$ cat config.mk
export PLATFORM = sky130hd
export DESIGN_NAME = uart_rx
export DESIGN_NICKNAME = d
export VERILOG_FILES = /design/src/rtl/uart_rx.sv
export SDC_FILE = /design/constraint.sdc
export NUM_CORES = 1
export LEC_CHECK = 0
export ABC_AREA = 1
export CAP_MARGIN = 40
export CELL_PAD_IN_SITES_DETAIL_PLACEMENT = 0
export CELL_PAD_IN_SITES_GLOBAL_PLACEMENT = 1
export CORE_MARGIN = 5
export CORE_UTILIZATION = 43
export DETAILED_ROUTE_END_ITERATION = 7
export GPL_TIMING_DRIVEN = 0
export HOLD_SLACK_MARGIN = 0.06
export PLACE_DENSITY = 0.83
export REMOVE_ABC_BUFFERS = 1
export SLEW_MARGIN = 30
export SYNTH_ARGS = -nofsm -noshare
export SYNTH_HDL_FRONTEND = slang
export SYNTH_SLANG_ARGS = --single-unit
$ cat constraint.sdc
create_clock -name sysclk -period 2.05 [get_ports sysclk]
set_clock_uncertainty 0.1 [all_clocks]
set_input_delay 0.205 -clock sysclk [delete_from_list [all_inputs] [get_ports sysclk]]
set_output_delay 0.205 -clock sysclk [all_outputs]
set_load 0.01 [all_outputs]
$ cat src/rtl/uart_rx.sv
// 8N1 UART receiver with a 16x oversample tick generated as a clock enable.
// Bytes are handed to the consumer on a valid/ack handshake with error flags.
module uart_rx #(
  parameter int CLK_DIV   = 326,
  parameter int DATA_BITS = 8
) (
  input  logic                 sysclk,
  input  logic                 reset,
  input  logic                 rx,
  input  logic                 rx_ack,
  output logic [DATA_BITS-1:0] rx_data,
  output logic                 rx_valid,
  output logic                 framing_err,
  output logic                 overrun_err,
  output logic                 busy
);

  localparam int TW = $clog2(CLK_DIV);

  typedef enum logic [2:0] {
    IDLE, START, DATA, STOP, BREAK
  } state_e;

  state_e               state_q, state_d;
  logic [TW-1:0]        tick_cnt_q, tick_cnt_d;
  logic [3:0]           smp_cnt_q, smp_cnt_d;
  logic [3:0]           bit_cnt_q, bit_cnt_d;
  logic [DATA_BITS-1:0] shift_q, shift_d;
  logic [DATA_BITS-1:0] data_q, data_d;
  logic                 sync1_q, sync2_q;
  logic                 valid_q, valid_d;
  logic                 ferr_q, ferr_d;
  logic                 ovr_q, ovr_d;
  logic                 busy_q, busy_d;
  logic                 tick;
  logic                 rx_s;
  logic                 good;

  assign rx_s = sync2_q;
  assign tick = (tick_cnt_q == TW'(CLK_DIV - 1));

  always_comb begin
    tick_cnt_d = tick ? '0 : tick_cnt_q + 1'b1;
    state_d    = state_q;
    smp_cnt_d  = smp_cnt_q;
    bit_cnt_d  = bit_cnt_q;
    shift_d    = shift_q;
    ferr_d     = 1'b0;
    good       = 1'b0;
    if (tick) begin
      unique case (state_q)
        IDLE: begin
          if (!rx_s) begin
            state_d   = START;
            smp_cnt_d = '0;
          end
        end
        START: begin
          if (smp_cnt_q == 4'd7) begin
            smp_cnt_d = '0;
            bit_cnt_d = '0;
            state_d   = rx_s ? IDLE : DATA;
          end else begin
            smp_cnt_d = smp_cnt_q + 1'b1;
          end
        end
        DATA: begin
          if (smp_cnt_q == 4'd15) begin
            shift_d   = {rx_s, shift_q[DATA_BITS-1:1]};
            smp_cnt_d = '0;
            bit_cnt_d = bit_cnt_q + 1'b1;
            if (bit_cnt_q == 4'(DATA_BITS - 1)) state_d = STOP;
          end else begin
            smp_cnt_d = smp_cnt_q + 1'b1;
          end
        end
        STOP: begin
          if (smp_cnt_q == 4'd15) begin
            smp_cnt_d = '0;
            if (rx_s) begin
              good    = 1'b1;
              state_d = IDLE;
            end else begin
              ferr_d  = 1'b1;
              state_d = BREAK;
            end
          end else begin
            smp_cnt_d = smp_cnt_q + 1'b1;
          end
        end
        BREAK: begin
          if (rx_s) state_d = IDLE;
        end
        default: state_d = IDLE;
      endcase
    end
  end

  // Frame load beats a coincident ack; overrun only when the old byte was unread.
  always_comb begin
    data_d  = data_q;
    valid_d = valid_q;
    ovr_d   = ovr_q;
    if (rx_ack && valid_q) valid_d = 1'b0;
    if (good) begin
      data_d  = shift_q;
      valid_d = 1'b1;
      if (valid_q && !rx_ack) ovr_d = 1'b1;
    end
    busy_d = (state_d != IDLE);
  end

  always_ff @(posedge sysclk or posedge reset) begin
    if (reset) begin
      state_q    <= IDLE;
      tick_cnt_q <= '0;
      smp_cnt_q  <= '0;
      bit_cnt_q  <= '0;
      shift_q    <= '0;
      data_q     <= '0;
      sync1_q    <= 1'b1;
      sync2_q    <= 1'b1;
      valid_q    <= 1'b0;
      ferr_q     <= 1'b0;
      ovr_q      <= 1'b0;
      busy_q     <= 1'b0;
    end else begin
      state_q    <= state_d;
      tick_cnt_q <= tick_cnt_d;
      smp_cnt_q  <= smp_cnt_d;
      bit_cnt_q  <= bit_cnt_d;
      shift_q    <= shift_d;
      data_q     <= data_d;
      sync1_q    <= rx;
      sync2_q    <= sync1_q;
      valid_q    <= valid_d;
      ferr_q     <= ferr_d;
      ovr_q      <= ovr_d;
      busy_q     <= busy_d;
    end
  end

  assign rx_data     = data_q;
  assign rx_valid    = valid_q;
  assign framing_err = ferr_q;
  assign overrun_err = ovr_q;
  assign busy        = busy_q;

endmodule
==> flow_summary.json, run 1 <==
{
  "stdcell_count": 309,
  "min_period_ns": 1.79,
  "ys_top_cells_by_area": "dfrtp_1 (49%), nand2_1 (11%), nor2_1 (4.6%), inv_1 (4.3%), o21ai_1 (4.2%)",
  "synth-edff-count": 0,
  "crit_fanout": 18,
  "powerDensity_nw_per_um2": 609,
  "std_cell_rows": 25,
  "numCtsBuffers": 5,
  "peakVddDrop_mv": 0.228,
  "cp.depth": 9,
  "maxCapViolCount": 0,
  "cp_slowest_cell": "dfrtp_1",
  "cts.clk_slew.worst_paths_ns": 0.08,
  "path_class": "reg2reg",
  "grt_max_degree": 26,
  "drc": 0,
  "routed_wl_mm": 3.56,
  "cts-root-buf": "clkbuf_8",
  "slew_violations": 0,
  "slowest_delay_ns": 0.40,
  "clk_latency_ns": 0.29,
  "drive_gt1_share_pct": 15.3,
  "end_kind": "register",
  "yosysTopAreaCell": "dfrtp_1",
  "core_area_um2": 4660,
  "via_per_inst": 4.78,
  "drt-initial-drc-count": 52,
  "cts_buffer_depth": 2,
  "fin_tns_setup_ns": 0,
  "antenna_cells": 0,
  "start_util_pct": 43.5,
  "ys_types": 31,
  "port_buffers": 15,
  "antenna_found_initial": 0,
  "dp_slack_ns": 0.277,
  "ctsResizeCount": 0,
  "fillerInstances": 453,
  "ant_nets": 0,
  "slew_headroom_pct": 72.0,
  "yosys.area.top_type_share_pct": 49.4,
  "clock-sinks": 42,
  "routedWlPerCell_um": 11.5,
  "cp.arrival_ns": 1.87,
  "grt_pass1_wl_mm": 6.44,
  "ys_seq_area_share_pct": 52.0,
  "grt_setup_unrepaired": "false",
  "place_inst": 301,
  "synthTopCellsByCount": "nand2_1 (62), dfrtp_1 (40), nor2_1 (25)",
  "gp_congestion": 0.782,
  "leakage_uw": 0.00104,
  "fin_ws_ns": 0.263,
  "post_cts_buffers": 0,
  "chipHeight_um": 78.7,
  "syn_area_um2": 2030,
  "crit_required_ns": 2.13,
  "hold_viol": 0,
  "synthArstFlopShare_pct": 100,
  "ios": 16,
  "fin_util_pct": 50.0,
  "cts_tree": "done",
  "nNetsFinal": 262,
  "yosysMostFrequentCell": "nand2_1",
  "hold_path_class": "in2async",
  "fin_area_um2": 2330,
  "overflow": 0,
  "grt_pass1_vias": 1419,
  "path_common_cell": "nand2_1",
  "crit_family": "simple AND/OR/NAND/NOR gates",
  "max_freq_ghz": 0.560,
  "crit_buf_inv": 2,
  "via_count": 1478,
  "dp_hpwl_mm": 2.64,
  "worstPathCellList": "inv_1 > ha_1 > nand2_1 > nor2_1 > nand2_1 > inv_2 > nand3_4 > nand2_1 > o21ai_2",
  "htreeDepth": 2,
  "status": "complete, no violations",
  "ys.flop_type": "dfrtp_1",
  "startpoint_type": "register",
  "placed_area_um2": 2230,
  "areaGrowthSynthToFinish_pct": 14.9,
  "dieArea_um2": 6190,
  "syn_inst": 234,
  "ys_warn_count": 0,
  "die_w_um": 78.7,
  "grt_usage_pct": 13.3,
  "ctsHoldBuffers": 0,
  "reg2regPathDepth": 9,
  "ys_seq_elements": 42,
  "setup_viol": 0,
  "tightest_slew_ns": 0.418,
  "period_share_pct": 87.2,
  "dr.pass1.iters": 4,
  "synth_area_per_cell_um2": 8.66
}
## per-stage QoR
stage / hold slack [ns] / total power [uW]
finish: 0.119 / 1420
global route: 0.154 / 1480
CTS: 0.131 / 1450
detailed placement: 0.257 / 882
global placement: 0.258 / 877
floorplan: 0.109 / 865
## path summary, 6_finish.rpt
kind	slack (ns)	startpoint	endpoint
max in group asynchronous	1.19	reset	sync1_q
hold reg to reg	0.26	sync1_q	rx_s
min in group sysclk	0.22	rx	sync1_q
setup / recovery	0.26	tick_cnt_q[1]	rx_data[7]
hold / removal	0.12	reset	tick_cnt_q[5]
setup reg to reg	0.26	tick_cnt_q[1]	rx_data[7]
## kinds of logic after synthesis
logic type                 after synthesis  synth area share [%]
and+or+nand+nor                        118                  26.6
DFF                                     42                  52.0
AOI/OAI and AO/OA                       35                  10.8
buffers and inverters                   32                  6.85
adders and majority gates                4                  2.47
xor gates and xnor gates                 3                  1.30
## layer usage
metal	up-vias	share of wire [%]	wire length (um)	track usage, %
met4	0	1.7	62	5.24
met5	-	0	0	0
met1	667	49	1760	16.8
met2	18	45	1600	20.9
li1	787	-	-	-
met3	6	3.7	133	4.47
## state kept, by name, summed over array words and instances, names as in the netlist
register and count:
tick_cnt_q 9, rx_data 8, shift_q 8, bit_cnt_q 4, smp_cnt_q 4, state_q 3, busy 1, framing_err 1
overrun_err 1, rx_s 1, rx_valid 1, sync1_q 1
## power by group
group / internal [uW] / switching, uW
sequential: 831 / 2.23
combinational: 10.4 / 19.9
clock: 271 / 285
total: 1110 / 307
## placed cells by master (no fill, tap or decap), drive strengths merged, types with 2 or more instances in the layout
cell type	n
ha	4
inv	29
nand4	3
a21oi	5
clkdlybuf4s50	15
o21ai	28
clkbuf	6
nand2	64
nand3	14
dfstp	2
or2	4
nor3	3
dfrtp	40
xor2	2
nor2	27
## final cells by class
class | count | area [um^2] | share of cell area (%)
flip-flops and latches | 42 | 1050 | 45.2
well taps | 54 | 67.6 | 2.90
clock buffers | 6 | 82.6 | 3.54
repair buffers | 16 | 170 | 7.30
inverters | 29 | 109 | 4.67
clock inverters | 2 | 12.5 | 0.537
multi-input cells | 160 | 835 | 35.8
(Power assumes the default switching activity.)
==> inputs of run 2 (changes only) <==
Settings changed: CORE_UTILIZATION 43 to 39, PLACE_DENSITY 0.83 to 0.8.
Clock period 2.05 ns to 1.6 ns, I/O delays scaled along.
==> run 2 against run 1 <==
  * Hold slack worse by 0.038 ns
  * Critical path depth is 4 lower
  * Largest cell class unchanged
  * Die area is 8.9% higher
  * Register-to-register slack worse by 0.20 ns
  * Combinational power is 35% higher
  * Flip-flop and latch count stayed put
==> flow_summary.json, run 2 (synthesis results as in run 1) <==
{
  "overflow": 0,
  "cp.depth": 5,
  "path_class": "reg2reg",
  "cts_tree": "done",
  "finalPower_uw": 1840,
  "ant_nets": 0,
  "via_per_inst": 4.75,
  "grt_setup_unrepaired": "true",
  "drive_gt1_share_pct": 27.8,
  "reg2regPathDepth": 5,
  "period_share_pct": 96.1,
  "drc": 0,
  "slowest_delay_ns": 0.41,
  "fin_ws_ns": 0.0627,
  "whs_ns": 0.0806,
  "ff2ff_setup_slack_ns": 0.06,
  "leakage_uw": 0.00111,
  "ios": 16,
  "fin_tns_setup_ns": 0,
  "grt_max_degree": 25,
  "gp_congestion": 0.816,
  "min_period_ns": 1.54,
  "dr.pass1.iters": 4,
  "regArea_um2": 1060,
  "chipHeight_um": 82.1,
  "layout_common_cells": "nand2_1 (56), dfrtp_1 (37), inv_1 (21), nor2_1 (19), o21ai_1 (17)",
  "routed_wl_mm": 4.00,
  "cts_buffer_depth": 2,
  "port_buffers": 15,
  "nNetsFinal": 273,
  "dp_slack_ns": -0.177,
  "crit_path_end": "rx_data[6]",
  "cts.clk_slew.worst_paths_ns": 0.09,
  "end_kind": "register",
  "crit_buf_inv": 0,
  "grt_usage_pct": 13.5,
  "cp.arrival_ns": 1.66,
  "areaGrowthSynthToFinish_pct": 28.7,
  "cp_slowest_cell": "dfrtp_1",
  "start_util_pct": 39.9,
  "rr_startpoint": "smp_cnt_q[0]",
  "routedWlPerCell_um": 11.9,
  "via_count": 1597,
  "worstPathCellList": "ha_4 > nand3_4 > nor2_4 > nand3_2 > o21ai_2",
  "drt-initial-drc-count": 49,
  "slew_headroom_pct": 70.9,
  "setup_viol": 0,
  "tightest_slew_ns": 0.436,
  "numCtsBuffers": 5,
  "htreeDepth": 2,
  "cts-root-buf": "clkbuf_8",
  "startpoint": "smp_cnt_q[0]",
  "grt_pass1_wl_mm": 6.97,
  "antenna_cells": 0,
  "multiInputGateArea_um2": 1010,
  "timing.rr.end": "rx_data[6]",
  "die_w_um": 82.1,
  "powerDensity_nw_per_um2": 704,
  "clock-sinks": 42,
  "crit_family": "simple AND/OR/NAND/NOR gates",
  "top_register": "tick_cnt_q",
  "std_cell_rows": 26,
  "status": "complete, no violations",
  "dieArea_um2": 6740,
  "dp_hpwl_mm": 2.64,
  "largest_reg_flops": 9,
  "fillerInstances": 500,
  "slew_violations": 0,
  "crit_fanout": 7,
  "clk_latency_ns": 0.30,
  "grt_pass1_vias": 1507,
  "startpoint_type": "register",
  "antenna_found_initial": 0,
  "hold_viol": 0,
  "peakVddDrop_mv": 0.286,
  "crit_required_ns": 1.72,
  "hold_path_class": "in2async",
  "maxCapViolCount": 0,
  "layout_commonest_cell": "nand2_1",
  "core_area_um2": 5070,
  "max_freq_ghz": 0.651
}
-- run 2: per-stage QoR --
step,utilization [%],area [um^2],instances
floorplan,-,2000,231
global placement,44.0,2230,316
detailed placement,44.6,2260,317
CTS,48.4,2460,330
global route,51.4,2610,336
finish,51.4,2610,336
-- run 2: worst min path at each step --
stage,slack (ns),depth (start not counted),from,end
global placement,0.26,0,sync1_q,rx_s
finish,0.08,2,reset,framing_err
global route,0.13,2,reset,framing_err
detailed placement,0.26,0,sync1_q,rx_s
floorplan,0.06,0,rx,sync1_q
CTS,0.11,2,reset,framing_err
-- run 2: power by group --
part           switching, uW  internal, uW
sequential              5.89          1070
clock                    378           347
combinational           25.6          15.4
total                    409          1430
-- run 2: layer usage --
layer	track usage, %	vias up	part of all wire, %
li1	-	816	-
met1	18.4	743	48
met2	20.4	26	46
met3	3.69	12	3.4
met4	5.48	0	2.5
met5	0	-	0
-- run 2: cell type report --
class / instances / area share, %
timing repair buffer: 24 / 9.26
clock buffer: 6 / 3.17
sequential: 42 / 40.5
multi-input combinational: 163 / 38.8
clock inverter: 2 / 0.480
inverter: 29 / 4.46
tap: 70 / 3.36
-- run 2: repair_timing --
item / in CTS / in global routing
pin swaps: 5 / 6
cloned: 2 / 1
setup endpoints to repair: 29 / 32
hold buffers: 0 / 0
setup buffers: 3 / 5
resized for setup: 15 / 26
==> inputs of run 3 (changes only) <==
Settings changed: REMOVE_ABC_BUFFERS 1 to unset.
==> run 3 against run 2 <==
  * The run now ends with negative setup slack left
  * Wire length up 5.5%
  * Combinational power rose by 4%
  * Non-clock buffer count increased by 11
  * Via count is 0.19% lower
  * Final cell count is 2.7% higher
  * Clock power rose by 16%
  * Cell area increased by 6.1%
  * Register-to-register slack worse by 0.07 ns
  * Core utilization increased by 3.1 points
  * Total power up 6.3%
  * Critical path type unchanged
  * Critical endpoint unchanged
  * Highest routed layer unchanged
==> flow_summary.json, run 3 (synthesis results as in run 1) <==
{
  "status": "complete, but fails checks",
  "violations": "negative setup slack",
  "fin_ws_ns": -0.00583,
  "layout_common_cells": "nand2_1 (51), dfrtp_1 (37), inv_1 (21), nor2_1 (17), o21ai_1 (17)",
  "clock-sinks": 42,
  "ios": 16,
  "dr.pass1.iters": 4,
  "peakVddDrop_mv": 0.616,
  "grt_pass1_vias": 1551,
  "drt-initial-drc-count": 60,
  "layout_commonest_cell": "nand2_1",
  "via_per_inst": 4.62,
  "dieArea_um2": 6740,
  "grt-busiest-layer": "met2",
  "grt_use_met3_pct": 3.25,
  "cts.clk_slew.worst_paths_ns": 0.08,
  "overflow": 0,
  "min_period_ns": 1.61,
  "die_w_um": 82.1,
  "largest_reg_flops": 9,
  "drive_gt1_share_pct": 32.7,
  "antenna_found_initial": 0,
  "numCtsBuffers": 5,
  "grt_usage_pct": 14.1,
  "via_count": 1594,
  "grt_setup_unrepaired": "true",
  "synth.net_count": 242,
  "top_register": "tick_cnt_q",
  "port_buffers": 15,
  "use_met2_pct": 22.4,
  "dp_hpwl_mm": 2.70,
  "startpoint_type": "register",
  "gp_congestion": 0.838,
  "std_cell_rows": 26,
  "ant_nets": 0,
  "grt_max_degree": 30,
  "cp.arrival_ns": 1.69,
  "maxCapViolCount": 0,
  "path_class": "reg2reg",
  "tightest_slew_ns": 0.330,
  "start_util_pct": 39.9,
  "hold_path_class": "in2reg",
  "cp_slowest_cell": "dfrtp_1",
  "drc": 0,
  "leakage_uw": 0.00123,
  "cts_tree": "done",
  "powerDensity_nw_per_um2": 706,
  "slew_violations": 0,
  "nNetsFinal": 282,
  "fin_tns_setup_ns": -0.00583,
  "hold_viol": 0,
  "crit_required_ns": 1.69,
  "path_common_cell": "nand3_4",
  "crit_fanout": 7,
  "grtUsageMet1_pct": 18.5,
  "antenna_cells": 0,
  "setup_viol": 1,
  "routed_wl_mm": 4.21,
  "place_inst": 320,
  "htreeDepth": 2,
  "cts-root-buf": "clkbuf_8",
  "clk_latency_ns": 0.30,
  "grt_pass1_wl_mm": 7.14,
  "cts_buffer_depth": 2,
  "slew_headroom_pct": 78.0,
  "max_freq_ghz": 0.623,
  "stdcell_count": 345,
  "areaGrowthSynthToFinish_pct": 36.5,
  "routedWlPerCell_um": 12.2,
  "period_share_pct": 100,
  "chipHeight_um": 82.1,
  "core_area_um2": 5070,
  "slowest_delay_ns": 0.43,
  "worstPathCellList": "ha_4 > nand3_4 > nor2_4 > nand3_4 > buf_6 > nand2_2 > o21ai_2",
  "end_kind": "register"
}
[run 3: timing repair]
item,in CTS,in global routing
hold endpoints to repair,13,0
pin swaps,4,11
buffers inserted,13,2
gates cloned,2,0
hold buffers,1,0
gates resized for setup,18,36
setup endpoints to repair,28,29
[run 3: through the flow]
step,setup WS [ns],util (%),cell area [um^2],power (uW),hold slack (ns)
floorplan,0.0712,-,2030,1110,0.0645
global placement,-0.505,44.6,2260,1120,0.246
CTS,0.0145,51.5,2610,1970,0.159
finish,-0.00583,54.5,2770,1950,0.168
detailed placement,-0.184,45.0,2280,1130,0.247
global route,-0.0837,54.5,2770,2010,0.167
[run 3: cell type report]
cell class / count / area, um^2
inverters: 29 / 111
flip-flops and latches: 42 / 1060
clock buffers: 5 / 68.8
fillers: 487 / 2310
multi-input cells: 161 / 1040
clock inverters: 3 / 40.0
well taps: 70 / 87.6
plain buffers: 2 / 22.5
repair buffers: 33 / 344
[run 3: per-layer routing]
layer  vias up  wire, um  share of wire [%]
li1        831         -                  -
met1       743      1950                 46
met2        12      2080                 49
met3         8        99                2.3
met4         0        80                1.9
met5         -         0                  0
[run 3: worst max-delay path, delay by kind of cell (launching register included)]
kind	cells	cell delay [ns]
flops	1	0.43
simple gates	4	0.54
compound gates	1	0.05
buf+inv	1	0.17
fa+ha+maj	1	0.19
[run 3: path summary, 6_finish.rpt]
path	endpoint	cells past startpoint	from	slack [ns]
max reg2reg	rx_data[6]	7	smp_cnt_q[1]	-0.006
max	rx_data[6]	7	smp_cnt_q[1]	-0.006
min	sync1_q	1	rx	0.17
min in group asynchronous	tick_cnt_q[2]	3	reset	0.59
min reg2reg	rx_s	0	sync1_q	0.26
max in group asynchronous	sync1_q	4	reset	0.27
[run 3: power breakdown]
group          total, uW  internal (uW)  leakage [uW]  switching [uW]
clock network        841            460     0.0000579             382
registers           1070           1070      0.000562            4.36
logic               42.4           15.5      0.000607            26.9
total               1950           1540       0.00123             413
